`src/rtl/pe_inst_sequencer.sv`:
```
// Instruction sequencer for one PE: latches a job on start, then issues the
// psum-init / load / MAC / drain opcode stream over a valid/ready port.
module pe_inst_sequencer #(
    parameter int ROW_CNT_BITWIDTH = 4,
    parameter int CH_CNT_BITWIDTH  = 4
) (
    input  logic                        i_clk,
    input  logic                        i_rst,
    input  logic                        i_start,
    input  logic                        i_abort,
    input  logic                        i_acc_en,
    input  logic [ROW_CNT_BITWIDTH-1:0] i_n_row_m1,
    input  logic [CH_CNT_BITWIDTH-1:0]  i_n_ch_m1,
    input  logic [4:0]                  i_layer_p,
    input  logic [2:0]                  i_layer_q,
    input  logic [3:0]                  i_layer_s,
    output logic [4:0]                  o_layer_p,
    output logic [2:0]                  o_layer_q,
    output logic [3:0]                  o_layer_s,
    output logic [2:0]                  o_inst_data,
    output logic                        o_inst_valid,
    input  logic                        i_inst_ready,
    output logic                        o_busy,
    output logic                        o_done,
    output logic [ROW_CNT_BITWIDTH-1:0] o_row_idx
);

    typedef enum logic [2:0] {
        S_IDLE,
        S_PSUM_INIT,
        S_WGHT,
        S_IFMAP,
        S_MAC,
        S_OUT,
        S_DONE
    } state_t;

    localparam logic [2:0] OP_NOP        = 3'd0;
    localparam logic [2:0] OP_LOAD_WGHT  = 3'd1;
    localparam logic [2:0] OP_LOAD_IFMAP = 3'd2;
    localparam logic [2:0] OP_MAC        = 3'd3;
    localparam logic [2:0] OP_CLR_PSUM   = 3'd4;
    localparam logic [2:0] OP_ACC_PSUM   = 3'd5;
    localparam logic [2:0] OP_OUT_PSUM   = 3'd6;

    state_t                      r_state;
    state_t                      w_state_nxt;
    logic                        r_acc_en;
    logic                        r_abort_pend;
    logic [ROW_CNT_BITWIDTH-1:0] r_n_row_m1;
    logic [ROW_CNT_BITWIDTH-1:0] r_row_cnt;
    logic [CH_CNT_BITWIDTH-1:0]  r_n_ch_m1;
    logic [CH_CNT_BITWIDTH-1:0]  r_ch_cnt;
    logic [4:0]                  r_layer_p;
    logic [2:0]                  r_layer_q;
    logic [3:0]                  r_layer_s;
    logic                        w_issuing;
    logic                        w_hs;
    logic                        w_abort;
    logic                        w_last_ch;
    logic                        w_last_row;

    assign w_issuing  = (r_state != S_IDLE) && (r_state != S_DONE);
    assign w_hs       = w_issuing && i_inst_ready;
    // An abort seen while stalled is remembered so it still applies at the handshake.
    assign w_abort    = i_abort || r_abort_pend;
    assign w_last_ch  = (r_ch_cnt == r_n_ch_m1);
    assign w_last_row = (r_row_cnt == r_n_row_m1);

    always_ff @(posedge i_clk or negedge i_rst) begin
        if (!i_rst) begin
            r_state <= S_IDLE;
        end else begin
            r_state <= w_state_nxt;
        end
    end

    always_comb begin
        w_state_nxt = r_state;
        o_inst_data = OP_NOP;
        case (r_state)
            S_IDLE: begin
                if (i_start) w_state_nxt = S_PSUM_INIT;
            end
            S_PSUM_INIT: begin
                o_inst_data = r_acc_en ? OP_ACC_PSUM : OP_CLR_PSUM;
                if (w_hs) w_state_nxt = w_abort ? S_IDLE : S_WGHT;
            end
            S_WGHT: begin
                o_inst_data = OP_LOAD_WGHT;
                if (w_hs) w_state_nxt = w_abort ? S_IDLE : S_IFMAP;
            end
            S_IFMAP: begin
                o_inst_data = OP_LOAD_IFMAP;
                if (w_hs) w_state_nxt = w_abort ? S_IDLE : S_MAC;
            end
            S_MAC: begin
                o_inst_data = OP_MAC;
                if (w_hs) begin
                    if (w_abort)        w_state_nxt = S_IDLE;
                    else if (w_last_ch) w_state_nxt = S_OUT;
                    else                w_state_nxt = S_WGHT;
                end
            end
            S_OUT: begin
                o_inst_data = OP_OUT_PSUM;
                if (w_hs) begin
                    if (w_abort)         w_state_nxt = S_IDLE;
                    else if (w_last_row) w_state_nxt = S_DONE;
                    else                 w_state_nxt = S_PSUM_INIT;
                end
            end
            S_DONE: begin
                w_state_nxt = S_IDLE;
            end
            default: begin
                w_state_nxt = S_IDLE;
            end
        endcase
    end

    always_ff @(posedge i_clk or negedge i_rst) begin
        if (!i_rst) begin
            r_acc_en     <= 1'b0;
            r_abort_pend <= 1'b0;
            r_n_row_m1   <= '0;
            r_n_ch_m1    <= '0;
            r_row_cnt    <= '0;
            r_ch_cnt     <= '0;
            r_layer_p    <= '0;
            r_layer_q    <= '0;
            r_layer_s    <= '0;
        end else if (r_state == S_IDLE) begin
            if (i_start) begin
                r_acc_en     <= i_acc_en;
                r_abort_pend <= i_abort;
                r_n_row_m1   <= i_n_row_m1;
                r_n_ch_m1    <= i_n_ch_m1;
                r_row_cnt    <= '0;
                r_ch_cnt     <= '0;
                r_layer_p    <= i_layer_p;
                r_layer_q    <= i_layer_q;
                r_layer_s    <= i_layer_s;
            end
        end else if (w_issuing) begin
            if (w_hs) begin
                if (w_abort) begin
                    r_abort_pend <= 1'b0;
                end else if (r_state == S_MAC) begin
                    r_ch_cnt <= w_last_ch ? '0 : r_ch_cnt + 1'b1;
                end else if ((r_state == S_OUT) && !w_last_row) begin
                    r_row_cnt <= r_row_cnt + 1'b1;
                end
            end else if (i_abort) begin
                r_abort_pend <= 1'b1;
            end
        end
    end

    assign o_inst_valid = w_issuing;
    assign o_busy       = (r_state != S_IDLE);
    assign o_done       = (r_state == S_DONE);
    assign o_row_idx    = r_row_cnt;
    assign o_layer_p    = r_layer_p;
    assign o_layer_q    = r_layer_q;
    assign o_layer_s    = r_layer_s;

endmodule

```
`config.mk`:
```
export PLATFORM = sky130hd
export DESIGN_NAME = pe_inst_sequencer
export DESIGN_NICKNAME = d
export VERILOG_FILES = /design/src/rtl/pe_inst_sequencer.sv
export SDC_FILE = /design/constraint.sdc
export NUM_CORES = 1
export LEC_CHECK = 0
export ABC_AREA = 1
export BUFFER_PORTS_ARGS = -buffer_cell sky130_fd_sc_hd__buf_4
export CAP_MARGIN = 20
export CELL_PAD_IN_SITES_DETAIL_PLACEMENT = 0
export CELL_PAD_IN_SITES_GLOBAL_PLACEMENT = 2
export CORE_ASPECT_RATIO = 1.2
export CORE_MARGIN = 8
export CORE_UTILIZATION = 30
export CTS_CLUSTER_DIAMETER = 40
export CTS_CLUSTER_SIZE = 8
export DETAILED_ROUTE_END_ITERATION = 7
export GPL_TIMING_DRIVEN = 0
export PLACE_DENSITY_LB_ADDON = 0.2
export SLEW_MARGIN = 20
export SYNTH_ARGS = -nofsm -noshare
export SYNTH_HDL_FRONTEND = slang
export SYNTH_SLANG_ARGS = --single-unit
```
`constraint.sdc`:
```
create_clock -name i_clk -period 1.68 [get_ports i_clk]
set_input_delay 0.336 -clock i_clk [delete_from_list [all_inputs] [get_ports i_clk]]
set_output_delay 0.336 -clock i_clk [all_outputs]
set_load 0.05 [all_outputs]
```
==> impl_metrics.env <==
export IMPL_outcome="finished, violations left"
export IMPL_violations="hold timing"
export IMPL_power_density_nw_per_um2=2180
export IMPL_critPathSlowestCell="dfrtp_2"
export IMPL_min_period_over_period=0.994
export IMPL_cts_tree="done"
export IMPL_synthCells=209
export IMPL_globalplace_congestion=0.703
export IMPL_htree_levels=2
export IMPL_syn_area_sq_um=1790
export IMPL_wl_mm=4.45
export IMPL_antenna_cells=0
export IMPL_drc=0
export IMPL_grt_usage=0.113
export IMPL_stdcell_count=362
export IMPL_crit_fanout=6
export IMPL_fp_row_count=31
export IMPL_yosys_register_bits=33
export IMPL_hold_buffers=0
export IMPL_dr_pass1_iters=4
export IMPL_drv_cap=0
export IMPL_worstPathRequired_ps=1340
export IMPL_power_mw=5.57
export IMPL_clk_pin_slew_ps=70
export IMPL_synth_distinct_cells=24
export IMPL_vias=1546
export IMPL_die_y_um=101
export IMPL_crit_chain="nor2_4 -> nand2_2 -> a21oi_4 -> buf_6"
export IMPL_arrival_ps=1330
export IMPL_fmax_mhz=599
export IMPL_slowest_delay_ps=480
export IMPL_synth_top_area_share=0.461
export IMPL_port_buffers=47
export IMPL_hpwl_mm=3.27
export IMPL_yosysSeqAreaShare=0.461
export IMPL_dpl_cell_count=338
export IMPL_finalCriticalPeriod_ps=1670
export IMPL_routed_via_density=4.27
export IMPL_core_region_area_sq_um=5900
export IMPL_grt_max_degree=34
export IMPL_dieArea_sq_um=8710
export IMPL_p_leak_nw=1.33
export IMPL_synth_warning_count=0
export IMPL_io_pins=48
export IMPL_r2r_slack_ps=80
export IMPL_nNetsFinal=307
export IMPL_synth_area_leaders="dfrtp_1 46%, nand2_1 13%, mux2_2 9.4%, inv_1 5.0%, nor2_1 4.6%"
export IMPL_final_hold_viol_count=4
export IMPL_die_x_um=86.5
export IMPL_synthArstFlopShare=1.00
export IMPL_start_util=0.304
export IMPL_synth_area_per_cell_sq_um=8.57
export IMPL_final_cell_mix="59 x nand2_1, 57 x buf_4, 30 x dfrtp_1"
export IMPL_holdCritPathClass="in -> async"
export IMPL_numCtsBuffers=5
export IMPL_crit_path_end_kind="primary output"
export IMPL_rsz0062_at_grt="yes"
export IMPL_worstReg2RegEnd="o_row_idx[1]"
export IMPL_ant_nets=0
export IMPL_reg2reg_depth=10
export IMPL_worstReg2RegStart="r_state[1]"
export IMPL_worst_pin_slew_ps=451
export IMPL_syn2layout_area_growth_pct=42.6
export IMPL_grt_first_pass_wirelength_mm=7.76
export IMPL_synthFlopType="dfrtp_1"
export IMPL_ir_worst_vdd_uv=846
export IMPL_clk_latency_ps=280
export IMPL_layout_commonest_cell="nand2_1"
export IMPL_fin_util=0.433
export IMPL_grt_antenna_before_repair=0
export IMPL_crit_type="reg -> out"
export IMPL_hold_ws_ps=-13.0
export IMPL_synth_edf_count=0
export IMPL_final_setup_tns_ps=0
export IMPL_start_kind="flop"
export IMPL_grt_ovfl_total=0
export IMPL_cts_root_buf="clkbuf_8"
export IMPL_maxSlewHeadroom=0.700
export IMPL_synth_largest_area_cell="dfrtp_1"
export IMPL_grt_pass1_vias=1685
export IMPL_numClockSinks=33
export IMPL_drive_gt1_frac=0.407
export IMPL_syn_nets=237
export IMPL_drv_slew=0
export IMPL_first_iter_violations=25
export IMPL_wl_per_cell_um=12.3
export IMPL_fill_cells=633
export IMPL_setup_viol=0
export IMPL_fin_skew_ps=4.96
export IMPL_cts_buffer_depth=2
[synthesized netlist by cell type (4+ instances only)]
cell / instances
o21ai_1: 4
a21oi_1: 5
nor2_1: 22
dfrtp_1: 33
xor2_1: 6
nand3_1: 11
inv_1: 24
nand2_2: 5
mux2_2: 15
nand2_1: 61
[worst max-delay path by stage]
stage / from / to / slack [ps]
floorplan: r_state[0] / o_inst_data[0] / -30
global placement: r_state[0] / r_ch_cnt[2] / -40
detailed placement: r_state[0] / r_ch_cnt[3] / -40
CTS: r_state[1] / o_busy / -20
global route: r_state[1] / o_inst_data[0] / -40
finish: r_state[1] / o_inst_data[0] / 10
[state kept, by name (all words and copies together), names as in the netlist, 3 cells and up]
| register | flops |
|---|---|
| r_n_ch_m1 | 4 |
| o_layer_q | 3 |
| o_row_idx | 4 |
| r_n_row_m1 | 4 |
| o_layer_p | 5 |
| r_state | 3 |
| r_ch_cnt | 4 |
| o_layer_s | 4 |
[critical path: cells and delay by family (launching register included)]
family,cells,cell delay [ps]
flops,1,480
simple gates,2,250
buf+inv,1,170
compound gates,1,150
[cell type report]
cell class                      instances  area (sq um)  share of cell area
Multi-Input combinational cell        147           897               0.351
Sequential cell                        33           830               0.325
Timing Repair Buffer                   63           499               0.196
Inverter                               27           111              0.0436
Tap cell                               82           103              0.0402
Clock buffer                            5          68.8              0.0270
Buffer                                  2          26.3              0.0103
Clock inverter                          3          17.5             0.00686
[metrics by stage]
step,setup WS (ps),area [sq um]
after global placement,-44.1,2280
after CTS,-19.6,2480
final,9.93,2550
after global routing,-38.9,2550
after floorplan,-28.3,1820
after detailed placement,-38.9,2280
[where the power goes]
group / internal (mW) / switching, mW
Combinational: 1.41 / 2.16
Clock: 0.286 / 0.309
Sequential: 1.14 / 0.261
[what timing repair did]
item / in CTS / in global routing
pin swaps: 3 / 5
setup endpoints to repair: 25 / 17
cloned: 0 / 0
resized for setup: 17 / 5
buffers inserted: 9 / 7
[kinds of logic after synthesis]
group                    Yosys count  share of synthesized area
AND/OR/NAND/NOR                  107                      0.272
AO/OA/AOI/OAI                     15                     0.0461
buffers and inverters             29                     0.0706
multiplexers                      17                      0.107
XOR/XNOR                           6                     0.0293
flip-flops                        33                      0.461
adder cells (fa/ha/maj)            2                     0.0140
[layer usage]
metal,up-vias,global-route usage,routed length [um]
met5,-,0,0
met4,0,0.0345,20
met3,2,0.0489,308
met2,27,0.191,2300
met1,723,0.123,1820
li1,794,-,-
Note: power is estimated with default switching activity, not from simulation.
